File: config.mk
export PLATFORM = sky130hd
export DESIGN_NAME = counter_bus_port_flat
export DESIGN_NICKNAME = d
export VERILOG_FILES = /design/src/rtl/counter_bus_port_if.sv /design/src/rtl/counter_bus_port.sv /design/src/flat_wrapper.sv
export SDC_FILE = /design/constraint.sdc
export NUM_CORES = 1
export LEC_CHECK = 0
export BUFFER_PORTS_ARGS = -buffer_cell sky130_fd_sc_hd__buf_4
export CORE_UTILIZATION = 45
export CTS_CLUSTER_DIAMETER = 120
export DETAILED_ROUTE_END_ITERATION = 7
export PLACE_DENSITY = 0.7
export SYNTH_ARGS = -nofsm -noshare
export SYNTH_HDL_FRONTEND = slang
export SYNTH_SLANG_ARGS = --single-unit
File: constraint.sdc
create_clock -name CLK -period 2.9 [get_ports CLK]
set_input_delay 0.435 -clock CLK [delete_from_list [all_inputs] [get_ports CLK]]
set_output_delay 0.435 -clock CLK [all_outputs]
set_load 0.02 [all_outputs]
File: src/rtl/counter_bus_port_if.sv
// Internal address/control bus between the read/write logic (master) and a counter port (slave).
interface counter_bus_port_if;
  logic       Access;
  logic [1:0] Add_bus;
  logic       RW_bus;
  logic [7:0] Data_in;
  logic [7:0] Data_out;
  logic       Data_oe;

  modport master (
    output Access,
    output Add_bus,
    output RW_bus,
    output Data_in,
    input  Data_out,
    input  Data_oe
  );

  modport slave (
    input  Access,
    input  Add_bus,
    input  RW_bus,
    input  Data_in,
    output Data_out,
    output Data_oe
  );
endinterface

File: src/rtl/counter_bus_port.sv
// Counter-side bus responder: control word decode, count register assembly and
// output/status latch read sequencing for one counter.
module counter_bus_port #(
  parameter logic [1:0] COUNTER_ID = 2'b00
) (
  input  logic                CLK,
  input  logic                _RESET,
  counter_bus_port_if.slave   bus,
  input  logic [15:0]         CE_value,
  input  logic                Out_pin,
  input  logic                Ce_loaded,
  output logic [15:0]         CR_value,
  output logic                CR_load,
  output logic [2:0]          Mode,
  output logic                BCD,
  output logic [1:0]          RW_mode,
  output logic                Mode_written
);

  // Read-back command carries one select bit per counter in D[3:1].
  localparam logic [2:0] RbSelMask = 3'b001 << COUNTER_ID;

  logic [2:0]  mode_q, mode_d;
  logic        bcd_q, bcd_d;
  logic [1:0]  rw_mode_q, rw_mode_d;
  logic        null_count_q, null_count_d;
  logic        wr_msb_q, wr_msb_d;
  logic        rd_msb_q, rd_msb_d;
  logic        cnt_latched_q, cnt_latched_d;
  logic        sts_latched_q, sts_latched_d;
  logic [15:0] out_latch_q, out_latch_d;
  logic [7:0]  sts_latch_q, sts_latch_d;
  logic [15:0] cr_q, cr_d;
  logic        cr_load_q, cr_load_d;
  logic        mode_written_q, mode_written_d;
  logic [7:0]  data_out_q, data_out_d;
  logic        data_oe_q, data_oe_d;

  logic        sel_cnt, sel_cw;
  logic        cw_prog, cw_latch, cw_rb;
  logic        latch_cnt, latch_sts;
  logic        acc_wr, acc_rd;
  logic [15:0] rd_src;

  always_comb begin
    sel_cnt   = bus.Access && (bus.Add_bus == COUNTER_ID);
    sel_cw    = bus.Access && (bus.Add_bus == 2'b11) && !bus.RW_bus;
    cw_prog   = sel_cw && (bus.Data_in[7:6] == COUNTER_ID) && (bus.Data_in[5:4] != 2'b00);
    cw_latch  = sel_cw && (bus.Data_in[7:6] == COUNTER_ID) && (bus.Data_in[5:4] == 2'b00);
    cw_rb     = sel_cw && (bus.Data_in[7:6] == 2'b11) && |(bus.Data_in[3:1] & RbSelMask);
    latch_cnt = (cw_latch || (cw_rb && !bus.Data_in[5])) && !cnt_latched_q;
    latch_sts = cw_rb && !bus.Data_in[4] && !sts_latched_q;
    acc_wr    = sel_cnt && !bus.RW_bus;
    acc_rd    = sel_cnt && bus.RW_bus;
    rd_src    = cnt_latched_q ? out_latch_q : CE_value;
  end

  always_comb begin
    mode_d         = mode_q;
    bcd_d          = bcd_q;
    rw_mode_d      = rw_mode_q;
    wr_msb_d       = wr_msb_q;
    rd_msb_d       = rd_msb_q;
    cnt_latched_d  = cnt_latched_q;
    sts_latched_d  = sts_latched_q;
    out_latch_d    = out_latch_q;
    sts_latch_d    = sts_latch_q;
    cr_d           = cr_q;
    cr_load_d      = 1'b0;
    mode_written_d = 1'b0;
    data_out_d     = data_out_q;
    data_oe_d      = 1'b0;

    if (cw_prog) begin
      rw_mode_d      = bus.Data_in[5:4];
      // Modes 6 and 7 alias to 2 and 3.
      mode_d         = {bus.Data_in[3] & ~bus.Data_in[2], bus.Data_in[2:1]};
      bcd_d          = bus.Data_in[0];
      wr_msb_d       = 1'b0;
      rd_msb_d       = 1'b0;
      cnt_latched_d  = 1'b0;
      sts_latched_d  = 1'b0;
      mode_written_d = 1'b1;
    end else if (cw_latch || cw_rb) begin
      if (latch_cnt) begin
        out_latch_d   = CE_value;
        cnt_latched_d = 1'b1;
      end
      if (latch_sts) begin
        sts_latch_d   = {Out_pin, null_count_q, rw_mode_q, mode_q, bcd_q};
        sts_latched_d = 1'b1;
      end
    end else if (acc_wr) begin
      unique case (rw_mode_q)
        2'b01: begin
          cr_d      = {8'h00, bus.Data_in};
          cr_load_d = 1'b1;
        end
        2'b10: begin
          cr_d      = {bus.Data_in, 8'h00};
          cr_load_d = 1'b1;
        end
        2'b11: begin
          if (!wr_msb_q) begin
            cr_d[7:0] = bus.Data_in;
            wr_msb_d  = 1'b1;
          end else begin
            cr_d[15:8] = bus.Data_in;
            cr_load_d  = 1'b1;
            wr_msb_d   = 1'b0;
          end
        end
        default: ;
      endcase
    end else if (acc_rd) begin
      data_oe_d = 1'b1;
      if (sts_latched_q) begin
        data_out_d    = sts_latch_q;
        sts_latched_d = 1'b0;
      end else begin
        unique case (rw_mode_q)
          2'b01: begin
            data_out_d    = rd_src[7:0];
            cnt_latched_d = 1'b0;
          end
          2'b10: begin
            data_out_d    = rd_src[15:8];
            cnt_latched_d = 1'b0;
          end
          2'b11: begin
            if (!rd_msb_q) begin
              data_out_d = rd_src[7:0];
              rd_msb_d   = 1'b1;
            end else begin
              data_out_d    = rd_src[15:8];
              rd_msb_d      = 1'b0;
              cnt_latched_d = 1'b0;
            end
          end
          default: data_out_d = 8'h00;
        endcase
      end
    end

    // A new count or mode outranks a simultaneous load acknowledge.
    if (cr_load_d || cw_prog) begin
      null_count_d = 1'b1;
    end else if (Ce_loaded) begin
      null_count_d = 1'b0;
    end else begin
      null_count_d = null_count_q;
    end
  end

  always_ff @(posedge CLK) begin
    if (!_RESET) begin
      mode_q         <= 3'd0;
      bcd_q          <= 1'b0;
      rw_mode_q      <= 2'b00;
      null_count_q   <= 1'b0;
      wr_msb_q       <= 1'b0;
      rd_msb_q       <= 1'b0;
      cnt_latched_q  <= 1'b0;
      sts_latched_q  <= 1'b0;
      out_latch_q    <= 16'h0000;
      sts_latch_q    <= 8'h00;
      cr_q           <= 16'h0000;
      cr_load_q      <= 1'b0;
      mode_written_q <= 1'b0;
      data_out_q     <= 8'h00;
      data_oe_q      <= 1'b0;
    end else begin
      mode_q         <= mode_d;
      bcd_q          <= bcd_d;
      rw_mode_q      <= rw_mode_d;
      null_count_q   <= null_count_d;
      wr_msb_q       <= wr_msb_d;
      rd_msb_q       <= rd_msb_d;
      cnt_latched_q  <= cnt_latched_d;
      sts_latched_q  <= sts_latched_d;
      out_latch_q    <= out_latch_d;
      sts_latch_q    <= sts_latch_d;
      cr_q           <= cr_d;
      cr_load_q      <= cr_load_d;
      mode_written_q <= mode_written_d;
      data_out_q     <= data_out_d;
      data_oe_q      <= data_oe_d;
    end
  end

  assign bus.Data_out  = data_out_q;
  assign bus.Data_oe   = data_oe_q;
  assign CR_value      = cr_q;
  assign CR_load       = cr_load_q;
  assign Mode          = mode_q;
  assign BCD           = bcd_q;
  assign RW_mode       = rw_mode_q;
  assign Mode_written  = mode_written_q;

endmodule
File: src/flat_wrapper.sv
// flat-port wrapper written by rule: the top's interface ports become plain ports
module counter_bus_port_flat 
#(
  parameter logic [1:0] COUNTER_ID = 2'b00
)
  (CLK, _RESET, CE_value, Out_pin, Ce_loaded, CR_value, CR_load, Mode, BCD, RW_mode, Mode_written, bus_Access, bus_Add_bus, bus_RW_bus, bus_Data_in, bus_Data_out, bus_Data_oe);
  counter_bus_port_if bus_i ();
  input  logic CLK;
  input  logic _RESET;
  input  logic [15:0] CE_value;
  input  logic Out_pin;
  input  logic Ce_loaded;
  output logic [15:0] CR_value;
  output logic CR_load;
  output logic [2:0] Mode;
  output logic BCD;
  output logic [1:0] RW_mode;
  output logic Mode_written;
  input wire logic [$bits(bus_i.Access)-1:0] bus_Access;
  input wire logic [$bits(bus_i.Add_bus)-1:0] bus_Add_bus;
  input wire logic [$bits(bus_i.RW_bus)-1:0] bus_RW_bus;
  input wire logic [$bits(bus_i.Data_in)-1:0] bus_Data_in;
  output wire logic [$bits(bus_i.Data_out)-1:0] bus_Data_out;
  output wire logic [$bits(bus_i.Data_oe)-1:0] bus_Data_oe;
  assign bus_i.Access = bus_Access;
  assign bus_i.Add_bus = bus_Add_bus;
  assign bus_i.RW_bus = bus_RW_bus;
  assign bus_i.Data_in = bus_Data_in;
  assign bus_Data_out = bus_i.Data_out;
  assign bus_Data_oe = bus_i.Data_oe;
  counter_bus_port #(.COUNTER_ID(COUNTER_ID)) u_core (.CLK(CLK), ._RESET(_RESET), .bus(bus_i), .CE_value(CE_value), .Out_pin(Out_pin), .Ce_loaded(Ce_loaded), .CR_value(CR_value), .CR_load(CR_load), .Mode(Mode), .BCD(BCD), .RW_mode(RW_mode), .Mode_written(Mode_written));
endmodule
==> impl_metrics.csv <==
group,metric,value,unit
logic_synthesis,synth-seq-area-share,0.445,
floorplanning,die_h,80.7,um
clocking,cts_resized,0,
clocking,cts.sinks,62,
floorplanning,initial_utilization,0.468,
logic_synthesis,synth_nets,367,
logic_synthesis,synth_top_area_frac,0.445,
critical_path,reg2regPathDepth,5,
layout,final_cells,467,
critical_path,crit_end,"u_core.bus.Data_out[6]$_SDFFE_PN0P_",
timing,finalHoldViolCount,0,
detailed_routing,drc,0,
clocking,clkSlewWorstSetupHoldPaths,0.07,ns
pwr,peakVddDrop,0.000323,V
clocking,cts_made_buffers,9,
critical_path,r2r_end,"u_core.bus.Data_out[6]$_SDFFE_PN0P_",
grt,grt_usage,0.218,
timing,tightest_slew,0.731,ns
detailed_routing,firstDrtPassIters,4,
timing,fin_tns_setup,0,ns
clocking,clock_latency,0.34,ns
critical_path,path_buf_inv,0,
clocking,cts_buffer_depth,2,
logic_synthesis,yosys.cell_types.count,38,
critical_path,slowest_stage,"a21oi_1",
outcome,status,"completed",
layout,layout_commonest_cell,"buf_4",
pwr,p_per_area,496,nW/um^2
layout,fill_cells,571,
clocking,ctsHoldBuffers,0,
logic_synthesis,yosysTopAreaCell,"dfxtp_1",
logic_synthesis,yosys_warnings,0,
flow_run,cap_viol_max_count,0,
logic_synthesis,ys_ff_latch,62,
clocking,cts_setup_buffers,0,
layout,regArea,1240,um^2
critical_path,end_kind,"flip-flop",
layout,multi_input_area,1430,um^2
critical_path,crit_chain,"ha_1, a21oi_1, nor2_1, o21ai_0, a31oi_1",
detailed_routing,routed_via_density,5.36,
layout,mostFrequentLayoutCells,"buf_4, dfxtp_1, nand2_1, o21ai_0, nand3_1",
layout,final_layout_size_suffix_gt1_frac,0.235,
layout,finalNetCount,423,
floorplanning,die_w,80.7,um
floorplanning,die-area,6510,um^2
timing,slew_headroom,0.509,
logic_synthesis,avgSynthCellArea,8.42,um^2
min_path,hold_path_class,"input pin to flip-flop",
timing,clock_skew,0.00462,ns
detailed_routing,avgRoutedWirePerCell,13.9,um
placement,place_inst,451,
grt,antenna_found_initial,0,
pwr,finalPower,1.73,mW
detailed_routing,wl,6.50,mm
logic_synthesis,synth-edff-count,0,
grt,grt_max_degree,49,
critical_path,critPathTopFamily,"compound AO/OA/AOI/OAI gates",
logic_synthesis,ys.flop_type,"dfxtp_1",
timing,slew_violations,0,
logic_synthesis,synth_area,2790,um^2
placement,gp_congestion,0.756,
grt,overflow,0,
critical_path,reg2reg_setup_slack,1.05,ns
critical_path,crit_type,"flip-flop to flip-flop",
floorplanning,ios,65,
layout,area_growth,25.6,%
floorplanning,rows,28,
clocking,h-tree-depth,3,
clocking,cts_tree,"yes",
critical_path,cp-start-kind,"flip-flop",
critical_path,slowest_delay,0.52,ns
logic_synthesis,synth_area_leaders,"dfxtp_1, mux2i_1, nand2_1, o21ai_0, nand3_1",
detailed_routing,vias,2504,
detailed_routing,drtIter0Drc,186,
timing,final-setup-viol-count,0,
timing,rsz0062_at_grt,"no",
timing,fin_crit,1.85,ns
critical_path,crit_fanout,8,
logic_synthesis,synthCells,331,
layout,diodes,0,
critical_path,worst_ep_required_time,3.12,ns
timing,fmax,540,MHz
logic_synthesis,synthArstFlopShare,0,
detailed_routing,ant_nets,0,
clocking,root_buffer,"clkbuf_8",
pwr,power.leakage,1.25,nW
floorplanning,coreArea,5960,um^2
placement,hpwl,4.57,mm
grt,grt_pass1_vias,2217,
critical_path,r2r-start,"u_core.RW_mode[0]$_SDFFE_PN0P_",
critical_path,critPathLaunch,"u_core.RW_mode[0]$_SDFFE_PN0P_",
grt,grt_pass1_wl,10.6,mm
critical_path,worst_ep_arrival_time,2.07,ns
timing,period_share,0.638,
critical_path,worst-path-stages,5,
placement,port-buffer-count,64,
[logic make-up (layout without fill, tap and decap cells)]
| family | count (synthesis) | count (layout) | synth area share |
|---|---|---|---|
| xor+xnor | 2 | 2 | 0.00629 |
| buf+inv | 28 | 89 | 0.0453 |
| mux | 22 | 22 | 0.0790 |
| fa+ha+maj | 4 | 4 | 0.0180 |
| flops | 62 | 62 | 0.445 |
| simple gates | 132 | 132 | 0.225 |
| compound gates | 81 | 81 | 0.181 |
[cell usage after synthesis (3+ instances only)]
library cell and instances:
o21ai_0 40, nor2b_1 6, a21boi_0 15, mux2i_1 22, nor3_1 3, nand2b_1 3
buf_2 4, a21boi_1 3, ha_1 4, nand2_1 56, a21oi_1 11, clkbuf_1 14
a31oi_1 8, nor2_1 16, nand3_1 34, inv_1 4, dfxtp_1 62
[how the worst min path moves through the flow]
| stage | slack, ns | startpoint | cells after the start | to |
|---|---|---|---|---|
| 3_5_place_dp | 0.45 | u_core.sts_latch_q[5]$_SDFFE_PN0P_ | 2 | u_core.sts_latch_q[5]$_SDFFE_PN0P_ |
| 5_1_grt | 0.32 | CE_value[4] | 3 | u_core.out_latch_q[4]$_SDFFE_PN0P_ |
| 4_1_cts | 0.30 | CE_value[10] | 3 | u_core.out_latch_q[10]$_SDFFE_PN0P_ |
| 6_report | 0.32 | CE_value[11] | 3 | u_core.out_latch_q[11]$_SDFFE_PN0P_ |
| 3_3_place_gp | 0.44 | u_core.sts_latch_q[4]$_SDFFE_PN0P_ | 2 | u_core.sts_latch_q[4]$_SDFFE_PN0P_ |
| 2_1_floorplan | 0.43 | u_core.sts_latch_q[4]$_SDFFE_PN0P_ | 2 | u_core.sts_latch_q[4]$_SDFFE_PN0P_ |
[final cells by class]
type,count,area share
multi-input combinational,241,0.409
sequential,62,0.355
timing repair buffer,69,0.148
clock buffer,12,0.0443
tap,75,0.0268
clock inverter,4,0.0129
inverter,4,0.00429
[power breakdown]
part	switching [mW]	internal (mW)	leakage (nW)	total [mW]
clock network	0.322	0.439	0.106	0.762
logic	0.0604	0.0514	0.648	0.112
registers	0.00378	0.857	0.500	0.861
[worst min-delay path: stages]
cell and delay, ns:
buf_4 0.08, nand3_1 0.05, o21ai_0 0.06
[registers in the layout (all words and copies together), names as in the netlist]
register / count
u_core.BCD: 1
u_core.CR_load: 1
u_core.CR_value: 16
u_core.Mode: 3
u_core.Mode_written: 1
u_core.RW_mode: 2
u_core.bus.Data_oe: 1
u_core.bus.Data_out: 8
u_core.cnt_latched_q: 1
u_core.null_count_q: 1
u_core.out_latch_q: 16
u_core.rd_msb_q: 1
u_core.sts_latch_q: 8
u_core.sts_latched_q: 1
u_core.wr_msb_q: 1
[per-stage QoR]
step           hold WS [ns]  setup slack (ns)  utilization  instance area, um^2
4_1_cts               0.303              1.05        0.588                 3500
5_1_grt               0.317             0.737        0.588                 3500
2_1_floorplan         0.431              1.10            -                 2790
6_report              0.321              1.05        0.588                 3500
3_3_place_gp          0.443             0.786        0.554                 3300
3_5_place_dp          0.448             0.772        0.554                 3300
[per-layer routing]
metal / part of all wire / track usage / vias up
met5: 0 / 0 / -
met4: 0.015 / 0.102 / 0
met3: 0.053 / 0.0489 / 9
met2: 0.46 / 0.320 / 68
met1: 0.48 / 0.300 / 1166
li1: - / - / 1261
(Power assumes the default switching activity.)
